[src/rtl/regfile_seq_pkg.sv]
`default_nettype none
// ============================================================================
// Module : regfile_seq_pkg
// Brief  : Shared constants and FSM state type for the register-file read sequencer.
// Rev    : 1.0  initial release
// ============================================================================
package regfile_seq_pkg;

    localparam int RS1_LSB   = 15;
    localparam int RS2_LSB   = 20;
    localparam int REG_IDX_W = 5;
    localparam int XLEN      = 64;

    typedef enum logic [1:0] {
        IDLE = 2'd0,
        RD1  = 2'd1,
        RD2  = 2'd2,
        RESP = 2'd3
    } state_t;

endpackage
`default_nettype wire

[src/rtl/regfile_read_sequencer_if.sv]
`default_nettype none
// ============================================================================
// Module : regfile_read_sequencer_if
// Brief  : Instruction, writeback and operand handshake bundle of the sequencer.
// Rev    : 1.0  initial release
// ============================================================================
interface regfile_read_sequencer_if #(
    parameter int DATA_W = 64,
    parameter int ADDR_W = 5
);
    logic [31:0]       instruction;
    logic              instr_valid;
    logic              instr_ready;
    logic              RegWrite;
    logic [ADDR_W-1:0] WriteReg;
    logic [DATA_W-1:0] WriteData;
    logic [DATA_W-1:0] ReadData1;
    logic [DATA_W-1:0] ReadData2;
    logic              rd_valid;
    logic              rd_ready;

    modport master (
        output instruction, instr_valid, RegWrite, WriteReg, WriteData, rd_ready,
        input  instr_ready, ReadData1, ReadData2, rd_valid
    );

    modport slave (
        input  instruction, instr_valid, RegWrite, WriteReg, WriteData, rd_ready,
        output instr_ready, ReadData1, ReadData2, rd_valid
    );
endinterface
`default_nettype wire

[src/rtl/regfile_1r1w.sv]
`default_nettype none
// ============================================================================
// Module : regfile_1r1w
// Brief  : Register array, one combinational read port, one write port, x0 hardwired.
// Rev    : 1.0  initial release
// ============================================================================
module regfile_1r1w #(
    parameter int DATA_W   = 64,
    parameter int ADDR_W   = 5,
    parameter int NUM_REGS = 32
) (
    input  wire logic              clk,
    input  wire logic              reset,
    input  wire logic [ADDR_W-1:0] i_readAddr,
    output logic      [DATA_W-1:0] o_readData,
    input  wire logic              i_writeEn,
    input  wire logic [ADDR_W-1:0] i_writeAddr,
    input  wire logic [DATA_W-1:0] i_writeData
);

    logic [DATA_W-1:0] r_mem [NUM_REGS];

    always_ff @(posedge clk) begin
        if (!reset) begin
            for (int i = 0; i < NUM_REGS; i++) begin
                r_mem[i] <= '0;
            end
        end else if (i_writeEn && (i_writeAddr != '0)) begin
            r_mem[i_writeAddr] <= i_writeData;
        end
    end

    // x0 is never written, but forcing zero keeps the read independent of that
    assign o_readData = (i_readAddr == '0) ? '0 : r_mem[i_readAddr];

endmodule
`default_nettype wire

[src/rtl/regfile_read_sequencer.sv]
`default_nettype none
// ============================================================================
// Module : regfile_read_sequencer
// Brief  : Fetches rs1/rs2 over one read port in two serialized cycles.
//          REGFILE_WRITE_BYPASS_EN enables write-through forwarding on reads.
// Rev    : 1.0  initial release
// ============================================================================
module regfile_read_sequencer
    import regfile_seq_pkg::*;
#(
    parameter int DATA_W   = XLEN,
    parameter int ADDR_W   = REG_IDX_W,
    parameter int NUM_REGS = 32
) (
    input  wire logic clk,
    input  wire logic reset,
    regfile_read_sequencer_if.slave bus
);

    state_t            r_state;
    state_t            w_nextState;
    logic [ADDR_W-1:0] r_rs1;
    logic [ADDR_W-1:0] r_rs2;
    logic [ADDR_W-1:0] w_readAddr;
    logic [DATA_W-1:0] w_arrayData;
    logic [DATA_W-1:0] w_readData;
    logic [DATA_W-1:0] r_readData1;
    logic [DATA_W-1:0] r_readData2;
    logic              w_accept;
    logic              w_cap1;
    logic              w_cap2;
    logic              w_unusedInstrBits;

    assign w_unusedInstrBits = ^{bus.instruction[31:RS2_LSB+ADDR_W],
                                 bus.instruction[RS1_LSB-1:0]};

    regfile_1r1w #(
        .DATA_W   (DATA_W),
        .ADDR_W   (ADDR_W),
        .NUM_REGS (NUM_REGS)
    ) u_regfile (
        .clk         (clk),
        .reset       (reset),
        .i_readAddr  (w_readAddr),
        .o_readData  (w_arrayData),
        .i_writeEn   (bus.RegWrite),
        .i_writeAddr (bus.WriteReg),
        .i_writeData (bus.WriteData)
    );

`ifdef REGFILE_WRITE_BYPASS_EN
    assign w_readData = (bus.RegWrite && (bus.WriteReg == w_readAddr) && (bus.WriteReg != '0))
                      ? bus.WriteData : w_arrayData;
`else
    assign w_readData = w_arrayData;
`endif

    always_comb begin
        w_nextState = r_state;
        w_accept    = 1'b0;
        w_cap1      = 1'b0;
        w_cap2      = 1'b0;
        w_readAddr  = r_rs1;
        case (r_state)
            IDLE: begin
                if (bus.instr_valid) begin
                    w_accept    = 1'b1;
                    w_nextState = RD1;
                end
            end
            RD1: begin
                w_cap1 = 1'b1;
                // Identical operands need only one array access
                if (r_rs1 == r_rs2) begin
                    w_cap2      = 1'b1;
                    w_nextState = RESP;
                end else begin
                    w_nextState = RD2;
                end
            end
            RD2: begin
                w_readAddr  = r_rs2;
                w_cap2      = 1'b1;
                w_nextState = RESP;
            end
            RESP: begin
                if (bus.rd_ready) begin
                    w_nextState = IDLE;
                end
            end
            default: w_nextState = IDLE;
        endcase
    end

    always_ff @(posedge clk) begin
        if (!reset) begin
            r_state     <= IDLE;
            r_rs1       <= '0;
            r_rs2       <= '0;
            r_readData1 <= '0;
            r_readData2 <= '0;
        end else begin
            r_state <= w_nextState;
            if (w_accept) begin
                r_rs1 <= bus.instruction[RS1_LSB +: ADDR_W];
                r_rs2 <= bus.instruction[RS2_LSB +: ADDR_W];
            end
            if (w_cap1) begin
                r_readData1 <= w_readData;
            end
            if (w_cap2) begin
                r_readData2 <= w_readData;
            end
        end
    end

    assign bus.instr_ready = (r_state == IDLE);
    assign bus.rd_valid    = (r_state == RESP);
    assign bus.ReadData1   = r_readData1;
    assign bus.ReadData2   = r_readData2;

endmodule
`default_nettype wire

[src/flat_wrapper.sv]
// flat-port wrapper written by rule: the top's interface ports become plain ports
module regfile_read_sequencer_flat import regfile_seq_pkg::*;
#(
    parameter int DATA_W   = XLEN,
    parameter int ADDR_W   = REG_IDX_W,
    parameter int NUM_REGS = 32
)
  (clk, reset, bus_instruction, bus_instr_valid, bus_RegWrite, bus_WriteReg, bus_WriteData, bus_rd_ready, bus_instr_ready, bus_ReadData1, bus_ReadData2, bus_rd_valid);
  regfile_read_sequencer_if #(.DATA_W(DATA_W), .ADDR_W(ADDR_W)) bus_i ();
  input  wire logic clk;
  input  wire logic reset;
  input wire logic [$bits(bus_i.instruction)-1:0] bus_instruction;
  input wire logic [$bits(bus_i.instr_valid)-1:0] bus_instr_valid;
  input wire logic [$bits(bus_i.RegWrite)-1:0] bus_RegWrite;
  input wire logic [$bits(bus_i.WriteReg)-1:0] bus_WriteReg;
  input wire logic [$bits(bus_i.WriteData)-1:0] bus_WriteData;
  input wire logic [$bits(bus_i.rd_ready)-1:0] bus_rd_ready;
  output wire logic [$bits(bus_i.instr_ready)-1:0] bus_instr_ready;
  output wire logic [$bits(bus_i.ReadData1)-1:0] bus_ReadData1;
  output wire logic [$bits(bus_i.ReadData2)-1:0] bus_ReadData2;
  output wire logic [$bits(bus_i.rd_valid)-1:0] bus_rd_valid;
  assign bus_i.instruction = bus_instruction;
  assign bus_i.instr_valid = bus_instr_valid;
  assign bus_i.RegWrite = bus_RegWrite;
  assign bus_i.WriteReg = bus_WriteReg;
  assign bus_i.WriteData = bus_WriteData;
  assign bus_i.rd_ready = bus_rd_ready;
  assign bus_instr_ready = bus_i.instr_ready;
  assign bus_ReadData1 = bus_i.ReadData1;
  assign bus_ReadData2 = bus_i.ReadData2;
  assign bus_rd_valid = bus_i.rd_valid;
  regfile_read_sequencer #(.DATA_W(DATA_W), .ADDR_W(ADDR_W), .NUM_REGS(NUM_REGS)) u_core (.clk(clk), .reset(reset), .bus(bus_i));
endmodule
[config.mk]
export PLATFORM = sky130hd
export DESIGN_NAME = regfile_read_sequencer_flat
export DESIGN_NICKNAME = d
export VERILOG_FILES = /design/src/rtl/regfile_seq_pkg.sv /design/src/rtl/regfile_read_sequencer_if.sv /design/src/rtl/regfile_1r1w.sv /design/src/rtl/regfile_read_sequencer.sv /design/src/flat_wrapper.sv
export SDC_FILE = /design/constraint.sdc
export NUM_CORES = 2
export LEC_CHECK = 0
export ABC_CLOCK_PERIOD_IN_PS = 9050
export CAP_MARGIN = 25
export CORE_MARGIN = 1
export CORE_UTILIZATION = 40
export CTS_BUF_LIST = sky130_fd_sc_hd__clkbuf_4 sky130_fd_sc_hd__clkbuf_8
export CTS_CLUSTER_SIZE = 25
export DETAILED_ROUTE_END_ITERATION = 10
export PLACE_DENSITY = 0.55
export SLEW_MARGIN = 40
export SYNTH_ARGS = -nofsm -noshare
export SYNTH_HDL_FRONTEND = slang
export SYNTH_SLANG_ARGS = --single-unit
[constraint.sdc]
create_clock -name clk -period 9.05 [get_ports clk]
set_input_delay 1.81 -clock clk [delete_from_list [all_inputs] [get_ports clk]]
set_output_delay 1.81 -clock clk [all_outputs]
set_load 0.02 [all_outputs]
==> results.json <==
{
  "run_status": "complete, no violations",
  "crit_path_end_kind": "flip-flop",
  "min_path_type": "flip-flop to flip-flop",
  "viasPerCell": 5.708,
  "initial_utilization": 0.4032,
  "p_per_area_mw_per_mm2": 250.1,
  "avgSynthCellArea_sq_um": 13.61,
  "grt_pass1_wl_mm": 461.5,
  "grt_usage": 0.2672,
  "tightest_slew_ps": 956.4,
  "cts.htree.levels": 5,
  "root_buffer": "clkbuf_8",
  "drtAntennaViolNets": 0,
  "hold_violations": 0,
  "fin_area_sq_mm": 0.1107,
  "place_inst": 10100,
  "r2r-end": "u_core.bus.ReadData2[17]",
  "cts.repair.resized": 0,
  "drc_errors": 0,
  "required_ps": 10070,
  "area_growth_pct": 13.93,
  "path_max_fanout": 120,
  "worstPathArrival_ps": 6100,
  "grt_pass1_vias": 60710,
  "peakVddDrop_v": 0.0002237,
  "p_total_mw": 27.69,
  "r2r_slack_ps": 3970,
  "period_share": 0.5616,
  "fillers": 21330,
  "port_buffers": 213,
  "drt_first_pass_iters": 5,
  "crit_chain": "inv_1, ha_1, mux2_8, buf_12, buf_4, mux2i_1, a22oi_1, o22ai_1, nor4_1, a22o_1",
  "synth-compound-area-share": 0.04647,
  "cp.depth": 10,
  "start_kind": "flip-flop",
  "rr_startpoint": "u_core.r_state[0]",
  "drtIter0Drc": 7863,
  "ys.warnings.count": 0,
  "post-route-util": 0.4594,
  "place_area_sq_mm": 0.1031,
  "dp_hpwl_mm": 173.6,
  "path_delay_family": "buffers and inverters",
  "drive_above_1_share": 0.1609,
  "clock-sinks": 2188,
  "drv_cap": 0,
  "path_class": "flip-flop to flip-flop",
  "coreArea_sq_mm": 0.2410,
  "r2r_cells": 10,
  "power.leakage_nw": 38.16,
  "vias": 61710,
  "syn_area_sq_mm": 0.09717,
  "wirelength_mm": 330.4,
  "skew_ps": 123.8,
  "synth_edf_count": 2048,
  "clockBufferDepth": 4,
  "final_cell_mix": "2048 x edfxtp_1, 1987 x and2_1, 748 x nand2_1",
  "crit_slowest_cell": "nor4_1",
  "layout_commonest_cell": "edfxtp_1",
  "post_drt_wl_per_cell_microns": 30.56,
  "seq_area_frac_synth": 0.6617,
  "synth_top_flop_cell": "edfxtp_1",
  "hold-path-endpoint": "u_core.bus.ReadData1[54]",
  "die_area_sq_mm": 0.2449,
  "die_w_microns": 494.9,
  "tns_ps": 0,
  "die_y_microns": 494.9,
  "yosys.area_share.xor_xnor": 0.0004507,
  "ys_types": 69,
  "fin_crit_ps": 5083,
  "gp_congestion": 0.7852,
  "grt_overflow": 0,
  "grt_max_degree": 124,
  "numCtsBuffers": 395,
  "min-delay-start": "u_core.bus.ReadData1[54]",
  "yosys.area_share.simple": 0.1810,
  "synth_fa_ha_area_frac": 0.0006438,
  "fin_nets": 7431,
  "synth_top_family_by_area": "simple AND/OR/NAND/NOR gates",
  "rsz0062_at_grt": "false",
  "cts_setup_buffers": 0,
  "clkLatencyLatePin_ps": 1130,
  "finalSetupViolations": 0,
  "async_flop_share": 0,
  "path_buf_inv": 3,
  "synthMuxAreaShare": 0.07714,
  "final_cell_count_no_fill": 10810,
  "crit_path_max_incr_delay_ps": 770,
  "drv_slew": 0,
  "tritoncts": "built",
  "slew_headroom": 0.3571,
  "cts_hold_buffers": 0,
  "clk_pin_slew_ps": 60,
  "synth_cells": 7141,
  "antenna_found_initial": 55,
  "clock.fmax_ghz": 0.1967,
  "synth-seq-cells": 2188,
  "whs_path_depth": 2,
  "pin_count": 236,
  "num_rows": 180
}
## final cells by class
class                      instances  area (sq um)  area share
sequential                      2188         64300      0.5808
multi-input combinational       4329         30850      0.2787
clock buffer                     581          6958     0.06285
tap                             3185          3985     0.03600
timing repair buffer             399          3895     0.03518
clock inverter                    99         626.9    0.005662
antenna                           24         60.06   0.0005425
inverter                           7         31.28   0.0002825
## cell usage after synthesis (105+ instances only)
cell	number	share of area
nand2_1	751	0.029
edfxtp_1	2048	0.63
clkbuf_1	483	0.019
buf_2	110	0.0057
mux4_2	218	0.051
a31oi_1	110	0.0071
dfxtp_1	140	0.029
o22ai_1	105	0.0068
a32oi_1	112	0.010
mux2i_1	248	0.026
nand3_1	254	0.013
and2_1	1987	0.13
## per-layer routing
metal,track usage,vias to the layer above,share of wire
met4,0.09112,8,0.032
met5,0,-,0.00012
met2,0.4332,3102,0.47
li1,-,26140,-
met3,0.04994,614,0.090
met1,0.3601,31850,0.40
## state kept, by name (all words and copies together), names as in the netlist
register / count
u_core.r_state: 2
u_core.u_regfile.r_mem: 2048
u_core.bus.ReadData2: 64
u_core.bus.ReadData1: 64
u_core.r_rs1: 5
u_core.r_rs2: 5
## how the worst max path moves through the flow
stage	startpoint	to	slack [ps]
5_1_grt	u_core.r_state[0]	u_core.bus.ReadData2[17]	3830
4_1_cts	u_core.r_state[0]	u_core.bus.ReadData2[17]	4060
6_report	u_core.r_state[0]	u_core.bus.ReadData2[17]	3970
3_3_place_gp	bus_WriteReg[3]	u_core.u_regfile.r_mem[23][40]	3470
2_1_floorplan	reset	u_core.u_regfile.r_mem[22][0]	1420
3_5_place_dp	bus_WriteReg[3]	u_core.u_regfile.r_mem[23][40]	3410
## cells by family (layout without fill, tap and decap cells)
| group | count (synthesis) | count (layout) |
|---|---|---|
| AO/OA/AOI/OAI | 627 | 627 |
| adder cells (fa/ha/maj) | 5 | 5 |
| multiplexers | 473 | 473 |
| buffers and inverters | 687 | 1086 |
| AND/OR/NAND/NOR | 3155 | 3155 |
| flip-flops | 2188 | 2188 |
| XOR/XNOR | 5 | 5 |
| other | 1 | 88 |
## report_power, final
| group | leakage [nW] | total (mW) | internal [mW] | switching (mW) |
|---|---|---|---|---|
| Sequential | 20.6 | 12.0 | 11.7 | 0.242 |
| Clock | 4.07 | 9.22 | 5.08 | 4.14 |
| Combinational | 13.5 | 6.52 | 2.09 | 4.42 |
| Total | 38.2 | 27.7 | 18.9 | 8.80 |
## stage by stage
| stage | worst slack, ps | hold slack, ps |
|---|---|---|
| 2_1_floorplan | 1418 | 472.8 |
| 3_3_place_gp | 3469 | 448.2 |
| 3_5_place_dp | 3414 | 447.5 |
| 4_1_cts | 4057 | 455.3 |
| 5_1_grt | 3826 | 483.4 |
| 6_report | 3967 | 458.2 |
## worst min-delay path, delay by kind of cell, from the launching register on
| family | cells | cell delay (ps) |
|---|---|---|
| AND/OR/NAND/NOR | 1 | 50 |
| flip-flops | 1 | 310 |
| AO/OA/AOI/OAI | 1 | 50 |
No activity file was read; power rests on OpenSTA's default activity.
